===== config.mk =====
export PLATFORM = sky130hd
export DESIGN_NAME = mode_switch_controller
export DESIGN_NICKNAME = d
export VERILOG_FILES = /design/src/rtl/mode_switch_controller.sv
export SDC_FILE = /design/constraint.sdc
export NUM_CORES = 1
export LEC_CHECK = 0
export CAP_MARGIN = 20
export CELL_PAD_IN_SITES_DETAIL_PLACEMENT = 0
export CELL_PAD_IN_SITES_GLOBAL_PLACEMENT = 1
export CORE_MARGIN = 10
export CORE_UTILIZATION = 46
export CTS_CLUSTER_SIZE = 40
export DETAILED_ROUTE_END_ITERATION = 6
export GPL_ROUTABILITY_DRIVEN = 0
export PLACE_DENSITY_LB_ADDON = 0.1
export RECOVER_POWER = 50
export SYNTH_ARGS = -nofsm -noshare
export SYNTH_HDL_FRONTEND = slang
export SYNTH_SLANG_ARGS = --single-unit

===== constraint.sdc =====
create_clock -name clk -period 7.75 [get_ports clk]
set_input_delay 1.55 -clock clk [delete_from_list [all_inputs] [get_ports clk]]
set_output_delay 1.55 -clock clk [all_outputs]
set_load 0.02 [all_outputs]

===== src/rtl/mode_switch_controller.sv =====
// Mode switch sequencer: debounces the raw mode request, blanks the screens for
// a number of frames, swaps the active mode and holds buttons off until released.
module mode_switch_controller #(
  parameter int SETTLE_CYCLES = 65536,
  parameter int BLANK_FRAMES  = 2
) (
  input  logic       clk,
  input  logic       resetn,
  input  logic [2:0] mode_sel,
  input  logic       frame_begin,
  input  logic [4:0] btn_in,
  output logic [1:0] active_mode,
  output logic [4:0] btn_out,
  output logic       blank,
  output logic       mod_reset,
  output logic       busy
);

  localparam int SW = $clog2(SETTLE_CYCLES + 1);
  localparam int FW = $clog2(BLANK_FRAMES + 1);
  localparam logic [SW-1:0] SETTLE_LAST = SW'(SETTLE_CYCLES - 1);
  localparam logic [SW-1:0] SETTLE_MAX  = {SW{1'b1}};
  localparam logic [FW-1:0] FRAME_LAST  = FW'(BLANK_FRAMES - 1);

  typedef enum logic [2:0] {
    IDLE,
    SETTLE,
    BLANK_WAIT,
    BLANK,
    SWITCH,
    RELEASE
  } state_t;

  state_t        state, state_next;
  logic [2:0]    sel_q, sel_prev;
  logic [SW-1:0] settle_cnt, settle_next;
  logic [FW-1:0] frame_cnt, frame_next;
  logic [1:0]    target, target_next;
  logic [1:0]    active_next;
  logic [1:0]    sel_mode;
  logic          sel_stable;
  logic          gate_btn;

  always_ff @(posedge clk or negedge resetn) begin
    if (!resetn) begin
      state       <= IDLE;
      sel_q       <= '0;
      sel_prev    <= '0;
      settle_cnt  <= '0;
      frame_cnt   <= '0;
      target      <= '0;
      active_mode <= '0;
    end else begin
      state       <= state_next;
      sel_q       <= mode_sel;
      sel_prev    <= sel_q;
      settle_cnt  <= settle_next;
      frame_cnt   <= frame_next;
      target      <= target_next;
      active_mode <= active_next;
    end
  end

  // Only one-hot requests select a mode; anything else falls back to home.
  always_comb begin
    case (sel_q)
      3'b001:  sel_mode = 2'b01;
      3'b010:  sel_mode = 2'b10;
      3'b100:  sel_mode = 2'b11;
      default: sel_mode = 2'b00;
    endcase
  end

  assign sel_stable = (sel_q == sel_prev);

  always_comb begin
    state_next  = state;
    settle_next = settle_cnt;
    frame_next  = frame_cnt;
    target_next = target;
    active_next = active_mode;
    case (state)
      IDLE: begin
        if (sel_mode != active_mode) begin
          state_next  = SETTLE;
          settle_next = '0;
        end
      end
      SETTLE: begin
        if (sel_mode == active_mode) begin
          state_next = IDLE;
        end else if (!sel_stable) begin
          settle_next = '0;
        end else if (settle_cnt == SETTLE_LAST) begin
          target_next = sel_mode;
          state_next  = BLANK_WAIT;
        end else if (settle_cnt != SETTLE_MAX) begin
          settle_next = settle_cnt + SW'(1);
        end
      end
      BLANK_WAIT: begin
        if (frame_begin) begin
          state_next = BLANK;
          frame_next = '0;
        end
      end
      BLANK: begin
        // Mode is committed on the last pulse so it is already valid during SWITCH.
        if (frame_begin) begin
          if (frame_cnt == FRAME_LAST) begin
            state_next  = SWITCH;
            active_next = target;
          end else begin
            frame_next = frame_cnt + FW'(1);
          end
        end
      end
      SWITCH: begin
        state_next = RELEASE;
      end
      RELEASE: begin
        if (btn_in == 5'b0) state_next = IDLE;
      end
      default: begin
        state_next = IDLE;
      end
    endcase
  end

  always_comb begin
    blank     = 1'b0;
    mod_reset = 1'b0;
    gate_btn  = 1'b0;
    case (state)
      BLANK_WAIT, BLANK: begin
        blank    = 1'b1;
        gate_btn = 1'b1;
      end
      SWITCH: begin
        blank     = 1'b1;
        mod_reset = 1'b1;
        gate_btn  = 1'b1;
      end
      RELEASE: begin
        gate_btn = 1'b1;
      end
      default: begin
        gate_btn = 1'b0;
      end
    endcase
    busy    = (state != IDLE);
    btn_out = (resetn && !gate_btn) ? btn_in : 5'b0;
  end

endmodule


Word level (Yosys, flattened, before mapping)
Index checks and enable logic that the tools add are counted.
Word-level totals
  flip-flop bits (word level): 32
  output and inout bits: 10
  logic and storage cells: 73
Operators by class
  add/subtract/negate cells: 2
  equal/unequal tests: 25
  muxes and demuxes: 24
  bitwise gates (word level): 1
  reductions and logical operators: 14
Operators with widths (count)
  $mux 17: 5
  $pmux 17 s2: 1
  $mux 3: 8
  $pmux 3 s6: 1
  $add 17x1->17 const B: 1
  $eq 17x16->1 const B: 1
  $ne 17x17->1 const B: 1
  $ne 2x2->1 const B: 7
  $ne 3x3->1 const B: 4
  $eq 3x2->1 const B: 3
  $eq 3x3->1 const B: 3
  $reduce_and 4->1: 2
  $reduce_and 7->1: 1
  $eq 3x1->1 const B: 2
  $mux 2: 3
  $pmux 2 s3: 1
  $logic_not 5->1: 1
  $mux 5: 1
  $reduce_and 5->1: 1
  $pmux 2 s2: 1
  $reduce_bool 2->1: 2
  $reduce_or 4->1: 1
  $eq 3x3->1: 1
  $logic_not 3->1: 1
  other kinds (11): 13

Logic depth before layout (Yosys ltp)
Gate-level depths: netlist (run 1).
  depth in word-level cells: 6
  depth in mapped cells: 13
  depth with buffers taken out: 11

Worst setup path before layout (run 1)
No wires, ideal clock.
  kind: input port to output port
  start point: input resetn
  end point: output btn_out[0]
  data arrival time: 1952 ps
  slack: 4248 ps
  cell stages on the path: 2
  path through: and3_1 and2_1
On the way
  word-level cells in the longest chain between the ends: 2
RTL lines
  from (decl): line 8  | input logic resetn,
  $logic_and 1x1->1: line 152  | btn_out = (resetn && !gate_btn) ? btn_in : 5'b0;
  $mux 5: line 152
  to (decl): line 13  | output logic [4:0] btn_out,
No other way between the ends.

Final worst setup path (run 1)
  start point: input resetn
  end point: output btn_out[4]
Same word-level chain as after synthesis.

==> qor.csv, run 1 <==
metric,value,unit
outcome,finished with violations,
violations,"capacitance limit, slew limit",
p_leak,0.879,nW
crit_arrival,4.51,ns
synth_area_leaders,"dfrtp_1 (44%), o21ai_0 (5.8%), nand2_1 (3.3%)",
grt_pass1_vias,1493,
vias_per_cell,6.03,
yosys.area.top_type_share,44.0,%
cts_buffer_depth,2,
drtPass1Iterations,4,
cts-root-buf,clkbuf_8,
timing.max_slew.rel_slack,-18.2,%
grt-ovfl-total,0,
avgSynthCellArea,9.52,µm²
antenna_found_initial,0,
fmaxAchievable,165,MHz
hold_depth,1,
numCtsBuffers,5,
place_hpwl,2980,µm
cts_tree,yes,
clock_latency,0.28,ns
reg2reg_depth,11,
grtUsageTotal,12.0,%
n_antenna_cell,0,
cts_resized,0,
finalMaxSlewViolations,34,
ir_drop,0.000145,V
die_w,82.9,µm
gr-usage-met3,3.03,%
cts_setup_buffers,0,
die_y,82.9,µm
synth_warnings,0,
core,3740,µm²
start_util,48.6,%
grt_max_degree,34,
dieArea,6870,µm²
setup_viol_count_final,0,
rows,22,
hold_viol,0,
ant_nets,0,
hold_slack,0.471,ns
gr-usage-met2,19.3,%
drc_errors,0,
min_period_over_period,78.2,%
synth_area_leader_cell,dfrtp_1,
hold_path.class,reg2reg,
yosys_register_bits,32,
nets,227,
fin_worst_skew,0.0104,ns
dr.first_iter.drc_count,137,
area_growth_syn_to_layout,18.4,%
fin_util,57.5,%
yosys-top-cells-count,"dfrtp_1 (32), o21ai_0 (21), nand2_1 (16)",
powerDensity,186,nW/µm²
hold_buffers,0,
wl_per_cell,15.9,µm
synth_cell_types,41,
min_period,6.06,ns
clkTransAtPathRegs,0.07,ns
start_kind,input pin,
required,6.20,ns
pin_count,21,
cp-end-kind,output pin,
clock_sinks,32,
synthFlopType,dfrtp_1,
worstMarginPinSlew,1.77,ns
worstPathMaxFanout,33,
power.total,0.401,mW
grt_use_met1,14.8,%
setup_tns,0,ns
syn_inst,191,
critical_path_class,in2out,
htreeDepth,2,
layout-drive-gt1-share,8.92,%
maxCapViolations,1,
syn_area,1820,µm²
async_reset_ff_share,100,%
synth_edf_count,0,
yosysMostFrequentCell,dfrtp_1,
grt_pass1_wl,7070,µm
synth.yosys.seq_area_share,44.0,%
drt_wl_total,4160,µm
grt-busiest-layer,met2,
syn_nets,206,
vias,1573,
port_buffers,20,
grt_setup_unrepaired,false,
layout by cell type (no fill, tap or decap), types with 2 or more instances in the layout:
cell,count
a22o_1,2
o31ai_1,8
o21ai_1,3
a21o_1,2
nand2_1,16
nand4_1,2
clkbuf_8,7
mux2_2,4
nand2b_1,3
xnor2_1,5
dlygate4sd3_1,4
o21ai_0,21
a31oi_1,4
clkdlybuf4s50_1,16
or2_2,2
dfrtp_1,32
nand4b_1,3
nand3_1,11
or4_1,2
ha_1,4
nor2b_1,2
nor3_1,4
and3_1,3
a21oi_1,6
nor2_1,13
a41oi_1,2
or3_1,3
and2_1,5
o31ai_2,4
o41ai_1,3
nor4_1,2
inv_1,4
power breakdown:
group | switching (mW) | internal [mW]
logic | 0.0266 | 0.0217
clock network | 0.0598 | 0.113
registers | 0.00874 | 0.171
total | 0.0951 | 0.306
metal layers:
metal | up-vias | share of wire (%)
met5 | - | 0
met4 | 0 | 1.5
met3 | 7 | 3.8
met2 | 40 | 49
met1 | 772 | 45
li1 | 754 | -
metrics by stage:
| stage | setup slack [ns] | std cells | cell area (µm²) |
|---|---|---|---|
| 2_1_floorplan | 4.25 | 191 | 1820 |
| 3_3_place_gp | 2.79 | 253 | 2030 |
| 3_5_place_dp | 2.73 | 253 | 2030 |
| 4_1_cts | 2.72 | 261 | 2160 |
| 5_1_grt | 1.34 | 261 | 2150 |
| 6_report | 1.69 | 261 | 2150 |
state kept, by name (all words and copies together) (netlist names):
register	cells
active_mode	2
sel_q	3
settle_cnt	17
sel_prev	3
target	2
frame_cnt	2
state	3
critical path, cell delays in order:
cell	delay (ns)
dlygate4sd3_1	0.52
clkbuf_1	1.27
and3_1	0.41
and2_1	0.16
clkdlybuf4s50_1	0.61
final timing paths:
check                                           startpoint                          to  slack [ns]
worst min register to register  settle_cnt[15]$_DFFE_PN0P_  settle_cnt[15]$_DFFE_PN0P_        0.47
worst max register to register   settle_cnt[0]$_DFFE_PN0P_   settle_cnt[6]$_DFFE_PN0P_        4.44
worst min-delay path            settle_cnt[15]$_DFFE_PN0P_  settle_cnt[15]$_DFFE_PN0P_        0.47
worst max-delay path                                resetn                  btn_out[4]        1.69
max in group asynchronous                           resetn   settle_cnt[1]$_DFFE_PN0P_        4.45
min in group asynchronous                           resetn        state[1]$_DFFE_PN0P_        2.28
cells by family (layout without fill, tap and decap cells):
kind of cell               Yosys count  after routing  share of synthesized area [%]
muxes                                4              4                           2.48
buffers and inverters               11             33                           3.92
DFF                                 32             32                           44.0
xor gates and xnor gates             5              5                           2.41
and+or+nand+nor                     76             76                           22.7
adders and majority gates            4              4                           2.75
AOI/OAI and AO/OA                   59             59                           21.7
layout make-up:
cell class              count  area [µm²]
clock buffers               7        96.3
clock inverters             1        30.0
fillers                   330        1590
inverters                   4        15.0
multi-input cells         148         946
flip-flops and latches     32         801
well taps                  48        60.1
repair buffers             21         204
No activity file was read; power rests on OpenSTA's default activity.
==> inputs of run 2 (changes only) <==
--- a/config.mk
+++ b/config.mk
@@ -9,7 +9,7 @@
 export CELL_PAD_IN_SITES_DETAIL_PLACEMENT = 0
 export CELL_PAD_IN_SITES_GLOBAL_PLACEMENT = 1
 export CORE_MARGIN = 10
-export CORE_UTILIZATION = 46
+export CORE_UTILIZATION = 39
 export CTS_CLUSTER_SIZE = 40
 export DETAILED_ROUTE_END_ITERATION = 6
 export GPL_ROUTABILITY_DRIVEN = 0
==> constraint.sdc (replaced) <==
create_clock -name clk -period 4.9 [get_ports clk]
set_input_delay 0.98 -clock clk [delete_from_list [all_inputs] [get_ports clk]]
set_output_delay 0.98 -clock clk [all_outputs]
set_load 0.02 [all_outputs]
==> qor.csv, run 2 (synthesized netlist as in run 1, its figures left out) <==
metric,value,unit,change
cts_buffer_depth,2,,unchanged
grt_max_degree,33,,-2.9%
wl_per_cell,15.9,µm,-0.14%
hold_slack,0.486,ns,+0.0152 ns
grt-ovfl-total,0,,unchanged
dieArea,7790,µm²,+13%
numCtsBuffers,5,,unchanged
pre_cts_ws,1.49,ns,-1.24 ns
powerDensity,284,nW/µm²,+52%
worstMarginPinSlew,1.77,ns,-0.00653 ns
antenna_found_initial,0,,unchanged
vias,1571,,-0.13%
clock_sinks,32,,unchanged
gr-usage-met3,3.31,%,+0.28 points
layout-drive-gt1-share,8.45,%,-0.47 points
drt_wl_total,4220,µm,+1.4%
grt_setup_unrepaired,false,,
drc_errors,0,,unchanged
n_fill_cell,448,,+36%
pin_count,21,,unchanged
cp_num_buf_inv,2,,-1
violations,"capacitance limit, slew limit",,
drtPass1Iterations,4,,unchanged
port_buffers,20,,unchanged
clkTransAtPathRegs,0.08,ns,about the same
top_register,settle_cnt,,
n_antenna_cell,0,,unchanged
hold_path.class,reg2reg,,
die_w,88.3,µm,+6.5%
crit_path_top_delay_cell,clkdlybuf4s50_1,,
gr-usage-met2,18.1,%,-1.3 points
timing.max_slew.rel_slack,-17.7,%,+0.44 points
max_stage_delay,0.61,ns,-0.66 ns
cts_setup_buffers,0,,unchanged
p_leak,0.869,nW,-1.1%
required,3.92,ns,-2.28 ns
min_period,3.47,ns,
nets,227,,unchanged
final_cell_mix,"dfrtp_1 (32), o21ai_0 (21), nand2_1 (16), clkdlybuf4s50_1 (16), nor2_1 (13)",,
setup_slack,1.43,ns,-0.256 ns
hold_viol,0,,unchanged
start_util,40.9,%,-7.7 points
dr.first_iter.drc_count,129,,-5.8%
grt_pass1_vias,1531,,+2.5%
min_period_over_period,70.8,%,
grt_use_met1,15.7,%,+0.89 points
ant_nets,0,,unchanged
crit_arrival,2.49,ns,-2.02 ns
cts_tree,yes,,
clock_latency,0.28,ns,about the same
hold_buffers,0,,unchanged
ir_drop,0.000225,V,+56%
cp-end-kind,output pin,,
stdcell_area,2140,µm²,-0.64%
power.total,0.607,mW,+51%
area_growth_syn_to_layout,17.6,%,
vias_per_cell,5.93,,-1.6%
placed_area,2030,µm²,+0.25%
layout_commonest_cell,dfrtp_1,,
critical_path_class,in2out,,
die_y,88.3,µm,+6.5%
outcome,finished with violations,,
fin_worst_skew,0.0149,ns,+0.00455 ns
cts-root-buf,clkbuf_8,,
rows,24,,+9.1%
finalMaxSlewViolations,33,,-2.9%
grtUsageTotal,11.7,%,-0.27 points
setup_viol_count_final,0,,unchanged
grt-busiest-layer,met2,,
cts_resized,0,,unchanged
fmaxAchievable,288,MHz,
crit_chain,dlygate4sd3_1 > and3_1 > and2_1 > clkdlybuf4s50_1,,
largest_register_ffs,17,,unchanged
htreeDepth,2,,unchanged
place_hpwl,3080,µm,+3.2%
multiInputGateArea,946,µm²,unchanged
grt_pass1_wl,7380,µm,+4.4%
start_kind,input pin,,
core,4440,µm²,+19%
setup_tns,0,ns,unchanged
seq_area,801,µm²,unchanged
maxCapViolations,1,,unchanged
path_delay_family,buffers and inverters,,
worstPathMaxFanout,5,,-85%
[run 2: changes by cell type in the layout (fill, tap and decap cells not counted)]
cell	previous run	this run
clkbuf_1	1	2
clkbuf_8	7	5
clkinv_2	0	1
[run 2: final timing paths]
path	startpoint	end	slack [ns]	depth (start not counted)
max reg2reg	settle_cnt[0]$_DFFE_PN0P_	settle_cnt[2]$_DFFE_PN0P_	1.58	11
min reg2reg	settle_cnt[15]$_DFFE_PN0P_	settle_cnt[15]$_DFFE_PN0P_	0.49	1
max	resetn	btn_out[2]	1.43	4
min	settle_cnt[15]$_DFFE_PN0P_	settle_cnt[15]$_DFFE_PN0P_	0.49	1
max in group asynchronous	resetn	sel_q[0]$_DFF_PN0_	2.13	2
min in group asynchronous	resetn	settle_cnt[7]$_DFFE_PN0P_	1.74	2
[run 2: layout make-up]
class / count / share of cell area [%]
sequential: 32 / 37.4
inverter: 4 / 0.702
clock buffer: 6 / 3.39
timing repair buffer: 21 / 9.54
tap: 52 / 3.04
multi-input combinational: 148 / 44.2
clock inverter: 2 / 1.64
[run 2: metal layers]
layer  vias to the layer above  share of wire (%)
li1                        756                  -
met1                       780                 52
met2                        31                 43
met3                         4                4.0
met4                         0               0.90
met5                         -                  0
[run 2: per-stage QoR]
step | cells | util [%]
detailed placement | 257 | 45.8
global route | 265 | 48.1
floorplan | 191 | -
global placement | 257 | 45.8
CTS | 265 | 48.2
finish | 265 | 48.1
[run 2: power by group]
part           total (mW)  internal (mW)  switching [mW]  leakage [nW]
sequential          0.285          0.270          0.0143         0.431
clock               0.246          0.151          0.0947        0.0552
combinational      0.0770         0.0345          0.0425         0.383
[run 2: worst reg2reg max path, stage by stage, from the launching register on]
cell and delay (ns):
dfrtp_1 0.39, ha_1 0.21, nand3_1 0.13, nor2_1 0.50, nand2_1 0.15, nor2_1 0.21, ha_1 0.22, o21ai_1 0.17
nand4b_1 0.23, or4b_1 0.60, nand2b_4 0.31, o21ai_1 0.09
